### src/rtl/rf_wb_scheduler.sv
// Register-file writeback port arbiter with a pending-write scoreboard.
// Round-robin grant, one registered write per cycle, busy bypass on commit.
module rf_wb_scheduler #(
  parameter int NSRC = 3
) (
  input  logic              clk,
  input  logic              reset,
  input  logic [NSRC-1:0]   src_valid,
  output logic [NSRC-1:0]   src_ready,
  input  logic [5*NSRC-1:0] src_addr,
  input  logic [32*NSRC-1:0] src_data,
  input  logic              sb_set_en,
  input  logic [4:0]        sb_set_addr,
  input  logic              flush,
  input  logic [4:0]        rs_addr,
  input  logic [4:0]        rt_addr,
  output logic              rs_busy,
  output logic              rt_busy,
  output logic [31:0]       pending,
  output logic              rf_we,
  output logic [4:0]        rf_waddr,
  output logic [31:0]       rf_wdata
);

  localparam int PW = (NSRC > 1) ? $clog2(NSRC) : 1;

  logic [PW-1:0]   rr_ptr;
  logic [PW-1:0]   sel;
  logic [PW-1:0]   nxt_ptr;
  logic            any;
  logic [NSRC-1:0] gnt;
  logic [4:0]      sel_addr;
  logic [31:0]     sel_data;
  logic [31:0]     sb_nxt;
  int              idx;

  // Scan from rr_ptr upward (mod NSRC); first valid wins.
  always_comb begin
    gnt = '0;
    any = 1'b0;
    sel = '0;
    idx = 0;
    for (int k = 0; k < NSRC; k++) begin
      idx = int'(rr_ptr) + k;
      if (idx >= NSRC) idx = idx - NSRC;
      if (!any && src_valid[idx]) begin
        any      = 1'b1;
        gnt[idx] = 1'b1;
        sel      = PW'(idx);
      end
    end
  end

  assign src_ready = gnt;
  assign sel_addr  = src_addr[int'(sel)*5 +: 5];
  assign sel_data  = src_data[int'(sel)*32 +: 32];
  assign nxt_ptr   = (int'(sel) == NSRC - 1) ? '0 : sel + PW'(1);

  // Set is applied last so a newly issued dest survives flush/commit.
  always_comb begin
    sb_nxt = pending;
    if (flush) sb_nxt = '0;
    if (rf_we) sb_nxt[rf_waddr] = 1'b0;
    if (sb_set_en && sb_set_addr != 5'd0) sb_nxt[sb_set_addr] = 1'b1;
    sb_nxt[0] = 1'b0;
  end

  always_ff @(posedge clk or posedge reset) begin
    if (reset) begin
      rr_ptr   <= '0;
      rf_we    <= 1'b0;
      rf_waddr <= '0;
      rf_wdata <= '0;
      pending  <= '0;
    end else begin
      pending <= sb_nxt;
      if (any) begin
        rr_ptr   <= nxt_ptr;
        rf_we    <= (sel_addr != 5'd0);
        rf_waddr <= sel_addr;
        rf_wdata <= sel_data;
      end else begin
        rf_we <= 1'b0;
      end
    end
  end

  assign rs_busy = pending[rs_addr] & ~(rf_we && rf_waddr == rs_addr);
  assign rt_busy = pending[rt_addr] & ~(rf_we && rf_waddr == rt_addr);

endmodule

### config.mk
export PLATFORM = sky130hd
export DESIGN_NAME = rf_wb_scheduler
export DESIGN_NICKNAME = d
export VERILOG_FILES = /design/src/rtl/rf_wb_scheduler.sv
export SDC_FILE = /design/constraint.sdc
export NUM_CORES = 1
export LEC_CHECK = 0
export ABC_AREA = 1
export BUFFER_PORTS_ARGS = -buffer_cell sky130_fd_sc_hd__clkbuf_2
export CAP_MARGIN = 5
export CORE_AREA = 3 3 92 137
export DETAILED_ROUTE_END_ITERATION = 16
export DIE_AREA = 0 0 95 140
export PLACE_DENSITY = 0.75
export SLEW_MARGIN = 25
export SYNTH_ARGS = -nofsm -noshare
export SYNTH_HDL_FRONTEND = slang
export SYNTH_SLANG_ARGS = --single-unit
### constraint.sdc
create_clock -name clk -period 3.3 [get_ports clk]
set_clock_uncertainty 0.1 [all_clocks]
set_input_delay 0.165 -clock clk [delete_from_list [all_inputs] [get_ports clk]]
set_output_delay 0.165 -clock clk [all_outputs]
set_load 0.02 [all_outputs]
Word-level counts from Yosys, hierarchy flattened
Cells that the tools add are included.

Multiply operators: 1. Magnitude comparators: 15. Shift operators: 2. Mux-type cells: 40. Equality and inequality tests: 3. Reduce and logical (&&, ||, !) cells: 14. Bitwise gates (word level): 9. Add/sub/neg operators: 6.

Operator list (number): $mux 32 (6); $ge 32x1->1 const B (3); $lt 32x4->1 const B (3); $shiftx 96x8->32 (1); $and 32x32->32 (1); $not 32->32 (1); $or 32x32->32 (1); $lt 5x6->1 const B (4); $mux 1 (17); $shiftx 15x6->5 (1); $bmux 1 s5 (2); $demux 1 s5 (2); $eq 5x5->1 (2); $ge 5x1->1 const B (2); $logic_and 1x1->1 (10); $reduce_bool 5->1 (2); $mux 3 (3); $mux 2 (4); $sub 3x2->4 const B (2); $bmux 1 s2 (3); $demux 1 s2 (3); $ge 3x2->1 const B (2); $or 3x3->3 (2); $mul 2x3->5 const B (1); other kinds (9) (12).

Input bits: 133. Flip-flop bits (word level): 71. Output and inout port bits: 75. Logic and storage cells: 95.

Depth between registers and ports, before layout
Gate-level depths: netlist of the first run.

Word-level depth: 16. Gate-level depth with buffers: 18. Depth with buffers taken out: 18.

Least setup slack after synthesis of the first run
No wires, ideal clock.

Path type: reg-to-reg. Start: register rr_ptr[0]. End: register rf_wdata[7]. Period minus slack after synthesis: 2.164 ns. Library setup time: 0.124 ns. Slack: 1.136 ns. Required time: 3.076 ns. Buffers on the path: 1. Stages on the path, launching flop included: 15. Arrival: 1.940 ns. Cell sequence: dfrtp_1 -> inv_1 -> ha_1 -> inv_2 -> nor2_1 -> nand2_1 -> nand2_1 -> inv_2 -> nor2_4 -> nand2_4 -> nand2_4 -> buf_6 -> mux2_1 -> nand2_1 -> nand3_1.

Cells in the longest elaborated chain, start to end: 13. Elaborated cells between the ends (all ways): 31. Those cells by class: add/sub (5); order compare (3); shift (1); mux (18); reduce/logical (4).

Ends and longest elaborated chain: start: declaration (line 27) `logic [PW-1:0] rr_ptr;`; start signal: assignment (line 78) `rr_ptr <= nxt_ptr;`; branches (longest 13 deep; another with $sub 3x2->4); end signal: assignment (line 81) `rf_wdata <= sel_data;`; end: declaration (line 22) `output logic [31:0] rf_wdata`.

Several ways; the timed one is not identified. The select of a mux whose other input is x is not followed. A chain may end at the register's enable or synchronous reset.

Worst setup path after layout of the first run
Start: register rr_ptr[0]. End: register rf_wdata[29].

The elaborated chain is that of the path after synthesis.

==> results.tsv, run 1 <==
stage	metric	value	unit
cells_and_area	nets	1003	
grt	remaining global-route overflow	0	
placed_design	gpl congestion	0.892	
worst_setup_path	CP max stage delay	550	ps
synthesis	Synth warnings	0	
worst_setup_path	CP endpoint	rf_wdata[29]	
detailed_routing	DRT Pass-1 Iters	4	
synthesis	dominant cells by area after synthesis	dfrtp_1, nand2_1, o21ai_0, nand3_1, inv_1	
sta	Fmax	329	MHz
worst_setup_path	Critical Path Source Type	register	
floorplan	Boundary Pins	208	
cts	clock sink count	71	
sta	Final Slew Violations	0	
detailed_routing	Starting DRT DRC Count	266	
status	outcome	finished, final reports clean	
worst_setup_path	Critical Path End Type	register	
flow_run	MaxCap Viol Count	0	
grt	initial antenna violation count	1	
synthesis	cells after synthesis	625	
floorplan	initial core utilization	39.3	%
placed_design	Final HPWL DP	12800	µm
detailed_routing	Vias	5632	
synthesis	number of synthesized flops with an enable pin	0	
worst_setup_path	Most common cell on crit path	nand2_1	
worst_setup_path	Worst Path Max Fanout	27	
synthesis	leading area contributor after synthesis	dfrtp_1	
worst_setup_path	Worst R2R Setup Slack	260	ps
worst_setup_path	Crit-path slowest cell	dlygate4sd3_1	
detailed_routing	DRC	0	
synthesis	Synth Cell Area	4560	µm²
synthesis	Yosys cell types	33	
pwr	pwr dens	1100	nW/µm²
grt	first-pass GRT wire length	26200	µm
cts	total CTS buffers	9	
worst_setup_path	crit-path cells	inv_1 -> ha_1 -> inv_2 -> nor2_1 -> nand2_1 -> nand2_1 -> nand3_2 -> nor2_2 -> nor2_4 -> inv_4 -> buf_4 -> nand2_1 -> nand3_1 -> dlygate4sd3_1	
detailed_routing	Routed WL	17200	µm
synthesis	Mapped Avg Cell Area	7.30	µm²
grt	Tot GR Track Use	25.2	%
hold_path	min-delay worst type	primary input to register	
cts	CTS tree	done	
worst_setup_path	Crit Path Category	register to register	
cells_and_area	layout cell share with drive strength beyond 1	29.3	%
cells_and_area	Synth-to-Final Area Change	43.0	%
sta	Fin. Hold Viols	0	
pwr	Leak	3.32	nW
synthesis	Synth Flop Type	dfrtp_1	
cts	Worst-path clk slew	60	ps
cells_and_area	Filler cells	1057	
cts	root buffer cell	clkbuf_16	
worst_setup_path	Reg-to-Reg End	rf_wdata[29]	
detailed_routing	wire per inst	16.9	µm
worst_setup_path	R2R depth	14	
grt	vias in the first global route	5392	
sta	endpoints failing setup	0	
sta	setup TNS	0	ps
detailed_routing	Final ANT Viol Nets	0	
worst_setup_path	Crit. Startpoint	rr_ptr[0]	
sta	slew margin rel.	61.8	%
cts	H-tree depth	3	
sta	final hold slack	18.7	ps
sta	fin crit period	3040	ps
synthesis	share of the synthesized area in the top cell type	39.0	%
worst_setup_path	WP data required	3470	ps
synthesis	Seq/Total Area, Yosys	39.0	%
cts	CTS max path bufs	2	
worst_setup_path	CP arrival	3200	ps
synthesis	Post-Syn Nets	762	
cts	worst skew pair latency	320	ps
floorplan	Die Span X	95	µm
floorplan	core area	11600	µm²
floorplan	die height	140	µm
grt	largest net degree at the start of global routing	44	
sta	unrepaired setup endpoints after global routing	no	
floorplan	FP Rows	48	
synthesis	post-synthesis async set-or-reset flop share	100	%
pwr	peak supply drop	0.00119	V
placed_design	Port Buffers	206	
synthesis	Yosys reg bits	71	
worst_setup_path	r2r startpoint	rr_ptr[0]	
floorplan	Die ar.	13300	µm²
sta	worst slew pin tran	569	ps
sta	Final period util	92.1	%
detailed_routing	Via density	5.51	
critical path: cells and delay by family (launching register included):
kind,cells,cell delay [ps]
and+or+nand+nor,8,970
DFF,1,370
adders and majority gates,1,340
buffers and inverters,5,1200
metrics by stage:
step	std cells	utilization [%]	total power [mW]	instance area (µm²)	worst slack, ps
2_1_floorplan	625	-	4.44	4560	1140
3_3_place_gp	955	48.9	5.28	5660	689
3_5_place_dp	955	48.9	5.39	5660	572
4_1_cts	1014	55.5	6.84	6430	31.9
5_1_grt	1021	56.3	7.77	6520	13.6
6_report	1022	56.3	7.20	6520	262
layer usage:
| layer | track usage (%) | part of all wire (%) | up-vias |
|---|---|---|---|
| met4 | 14.1 | 5.3 | 0 |
| met3 | 5.86 | 7.4 | 66 |
| met2 | 44.1 | 51 | 322 |
| met1 | 27.3 | 36 | 2591 |
| met5 | 0 | 0 | - |
| li1 | - | - | 2653 |
flip-flops by register name, summed over array words and instances, names as in the netlist:
signal and cells:
rf_wdata 32, rr_ptr 2, rf_we 1, rf_waddr 5
pending 31
power breakdown:
group / internal (mW) / switching [mW]
registers: 1.20 / 0.224
logic: 1.71 / 2.96
clock network: 0.740 / 0.367
total: 3.65 / 3.55
cell type report:
class / instances / area, µm² / area share (%)
Inverter: 78 / 300 / 4.60
Clock buffer: 11 / 233 / 3.57
Multi-Input combinational cell: 448 / 2390 / 36.6
Sequential cell: 71 / 1780 / 27.2
Clock inverter: 5 / 106 / 1.63
Antenna cell: 1 / 2.50 / 0.0384
Timing Repair Buffer: 258 / 1530 / 23.4
Tap cell: 150 / 188 / 2.88
logic make-up after synthesis:
kind of cell	count (synthesis)	synth area share, %
AND/OR/NAND/NOR	249	24.3
adder cells (fa/ha/maj)	4	1.10
flip-flops	71	39.0
XOR/XNOR	1	0.192
other	1	0.0822
multiplexers	1	0.247
buffers and inverters	109	9.79
AO/OA/AOI/OAI	189	25.4
layout by cell type (no fill, tap or decap), drive strengths merged:
cell type,n
o211ai,28
o32ai,1
ha,4
o22ai,21
nor2,44
a31oi,2
nor3,10
dfrtp,71
bufinv,3
conb,1
clkinvlp,1
inv,78
dlygate4sd3,43
o221ai,9
a21oi,24
o21ai,76
o31ai,12
a22oi,12
nand2,125
buf,9
diode,1
clkinv,1
clkbuf,217
xor2,1
a221oi,3
a211oi,1
nand3,73
mux2,1
repair_timing:
item,CTS,global route
resized for setup,0,9
setup endpoints to repair,0,10
buffers inserted,0,4
endpoints found under the hold margin,56,0
hold buffers,43,0
synthesized netlist by cell type, types with 9 or more instances:
cell	n
dfrtp_1	71
nor3_1	10
o221ai_1	9
a22oi_1	12
buf_2	9
clkbuf_1	17
o211ai_1	28
nand3_1	69
nand2_1	117
o22ai_1	21
o21ai_0	76
o31ai_1	12
a21oi_1	24
inv_1	70
nor2_1	41
how the worst min path moves through the flow:
stage / start / endpoint / slack (ps) / cells after the start
after floorplan: src_data[71] / rf_wdata[7] / 200 / 2
after global placement: reset / rf_wdata[15] / 130 / 2
after detailed placement: reset / rf_wdata[15] / 140 / 2
after CTS: src_data[56] / rf_wdata[24] / 2 / 3
after global routing: src_data[32] / rf_wdata[0] / 4 / 3
final: src_data[56] / rf_wdata[24] / 20 / 3
Power figures use the tool's default switching activity.
==> run 2, diff against run 1 <==
--- a/config.mk
+++ b/config.mk
@@ -8,9 +8,9 @@
 export ABC_AREA = 1
 export BUFFER_PORTS_ARGS = -buffer_cell sky130_fd_sc_hd__clkbuf_2
 export CAP_MARGIN = 5
-export CORE_AREA = 3 3 92 137
+export CORE_AREA = 3 3 95 133
 export DETAILED_ROUTE_END_ITERATION = 16
-export DIE_AREA = 0 0 95 140
+export DIE_AREA = 0 0 98 136
 export PLACE_DENSITY = 0.75
 export SLEW_MARGIN = 25
 export SYNTH_ARGS = -nofsm -noshare
==> run 2 against run 1 <==
Against the previous run:
- sequential power hardly changed
- first-iteration DRC count is 5.6% higher
- fmax is 0.16% lower
- core utilization is 0.20 points higher
- global-route usage is 0.29 points higher
- critical endpoint is now rf_wdata[27]
- largest power group unchanged
- highest routed layer unchanged
==> results.tsv, run 2 (synthesis gave the netlist of run 1 again) <==
stage	metric	value	unit
sta	unrepaired setup endpoints after global routing	no	
placed_design	Port Buffers	206	
cts	worst skew pair latency	330	ps
pwr	Sw Ratio	49.3	%
pwr	Switching Power	3.46	mW
detailed_routing	Via density	5.56	
detailed_routing	Starting DRT DRC Count	281	
cts	CTS tree	done	
pwr	clock network fraction of total power	14.9	%
cts	clock sink count	71	
detailed_routing	DRT Pass-1 Iters	5	
detailed_routing	Vias	5631	
placed_design	Final HPWL DP	13000	µm
grt	initial antenna violation count	0	
hold_path	min-delay worst type	primary input to register	
sta	slew margin rel.	60.8	%
worst_setup_path	CP arrival	3210	ps
pwr	part of the power in registers	20.3	%
cells_and_area	commonest non-fill, non-tap cell in the layout	clkbuf_2	
worst_setup_path	Critical Path End Type	register	
cts	total CTS buffers	9	
placed_design	gpl congestion	0.978	
cts	CTS max path bufs	2	
cells_and_area	nets	1000	
grt	first-pass GRT wire length	27100	µm
cts	Worst-path clk slew	60	ps
sta	Fmax	329	MHz
sta	Fin. Hold Viols	0	
detailed_routing	wire per inst	17.1	µm
pwr	Power Internal	3.56	mW
grt	remaining global-route overflow	0	
pwr	Leak	3.30	nW
floorplan	FP Rows	46	
grt	largest net degree at the start of global routing	46	
cells_and_area	layout cell share with drive strength beyond 1	28.9	%
cells_and_area	post-route cell area	6470	µm²
floorplan	initial core utilization	39.8	%
cells_and_area	Cell Count, Final, Fillers Out	1012	
cts	root buffer cell	clkbuf_16	
worst_setup_path	WP data required	3470	ps
grt	vias in the first global route	5502	
detailed_routing	Routed WL	17300	µm
pwr	overall power	7.02	mW
sta	endpoints failing setup	0	
placed_design	cell count after placement	949	
cells_and_area	Reg with most FFs	rf_wdata	
sta	final hold slack	6.62	ps
worst_setup_path	Worst Path Max Fanout	26	
floorplan	die height	136	µm
floorplan	Die Span X	98	µm
worst_setup_path	Crit Path Category	register to register	
cells_and_area	Largest regs	rf_wdata: 32 flops, pending: 31 flops, rf_waddr: 5 flops	
pwr	peak supply drop	0.000845	V
pwr	pwr dens	1090	nW/µm²
sta	Final period util	92.2	%
pwr	combinational share of power	64.8	%
placed_design	Place WS	570	ps
cells_and_area	Synth-to-Final Area Change	41.8	%
worst_setup_path	Critical Path Source Type	register	
sta	worst slew pin tran	587	ps
cells_and_area	ant diodes	0	
sta	fin crit period	3040	ps
cells_and_area	post-layout util	56.5	%
sta	Final Slew Violations	0	
grt	Tot GR Track Use	25.5	%
sta	final setup margin	257	ps
cells_and_area	Filler cells	1066	
cts	H-tree depth	3	
floorplan	Boundary Pins	208	
floorplan	Die ar.	13300	µm²
cells_and_area	max reg flops	32	
status	outcome	finished, final reports clean	
floorplan	core area	11500	µm²
cells_and_area	most frequent cells in the layout	clkbuf_2, nand2_1, o21ai_0	
placed_design	placed instance area	5660	µm²
flow_run	MaxCap Viol Count	0	
detailed_routing	DRC	0	
detailed_routing	Final ANT Viol Nets	0	
sta	setup TNS	0	ps
==> run 2: changes by cell type in the layout (fill, tap and decap cells not counted), moves of 2 or more <==
cell           change
buf_4              -3
clkbuf_1           -2
clkinv_2           +3
dlygate4sd3_1      +2
==> run 2: worst max-delay path: stages (launching register included) <==
cell,delay [ps]
dfrtp_1,370
inv_1,80
ha_1,350
inv_2,90
nor2_1,90
nand2_1,50
nand2_1,140
nand3_2,140
nor2_1,210
nor2_4,110
inv_4,230
buf_4,240
nand2_1,90
nand3_1,110
dlygate4sd3_1,570
==> run 2: per-layer routing <==
| metal | part of all wire, % | up-vias | global-route usage (%) |
|---|---|---|---|
| li1 | - | 2633 | - |
| met1 | 36 | 2547 | 28.7 |
| met2 | 49 | 376 | 43.7 |
| met3 | 9.5 | 75 | 5.65 |
| met4 | 5.4 | 0 | 15.8 |
| met5 | 0 | - | 0 |
==> run 2: power by group through the flow <==
stage | clock [mW] | combinational, mW | sequential [mW]
4_1_cts | 1.07 | 4.35 | 1.42
6_report | 1.04 | 4.55 | 1.43
5_1_grt | 1.10 | 5.04 | 1.46
3_3_place_gp | 0 | 3.86 | 1.43
3_5_place_dp | 0 | 3.97 | 1.42
2_1_floorplan | 0 | 2.76 | 1.68
==> run 2: worst paths after layout <==
check / slack [ps] / end / cells past startpoint / start
setup reg to reg: 260 / rf_wdata[27] / 14 / rr_ptr[0]
setup / recovery: 260 / rf_wdata[27] / 14 / rr_ptr[0]
hold reg to reg: 400 / rf_wdata[21] / 2 / rf_wdata[21]
max in group asynchronous: 2260 / pending[8] / 4 / reset
hold / removal: 7 / rf_wdata[20] / 3 / src_data[52]
min in group asynchronous: 340 / rf_wdata[5] / 4 / reset
==> run 2: cell type report <==
cell class	instances	area (µm²)	share of cell area, %
Multi-Input combinational cell	446	2360	36.6
Clock inverter	6	83.8	1.30
Inverter	78	298	4.60
Sequential cell	71	1780	27.5
Timing Repair Buffer	257	1530	23.6
Tap cell	144	180	2.79
Clock buffer	10	239	3.69
==> run 2: what timing repair did <==
| action | CTS | global route |
|---|---|---|
| hold endpoints to repair | 103 | 0 |
| setup endpoints to repair | 0 | 12 |
| buffers inserted | 0 | 2 |
| gates resized for setup | 0 | 7 |
| hold buffers | 45 | 0 |
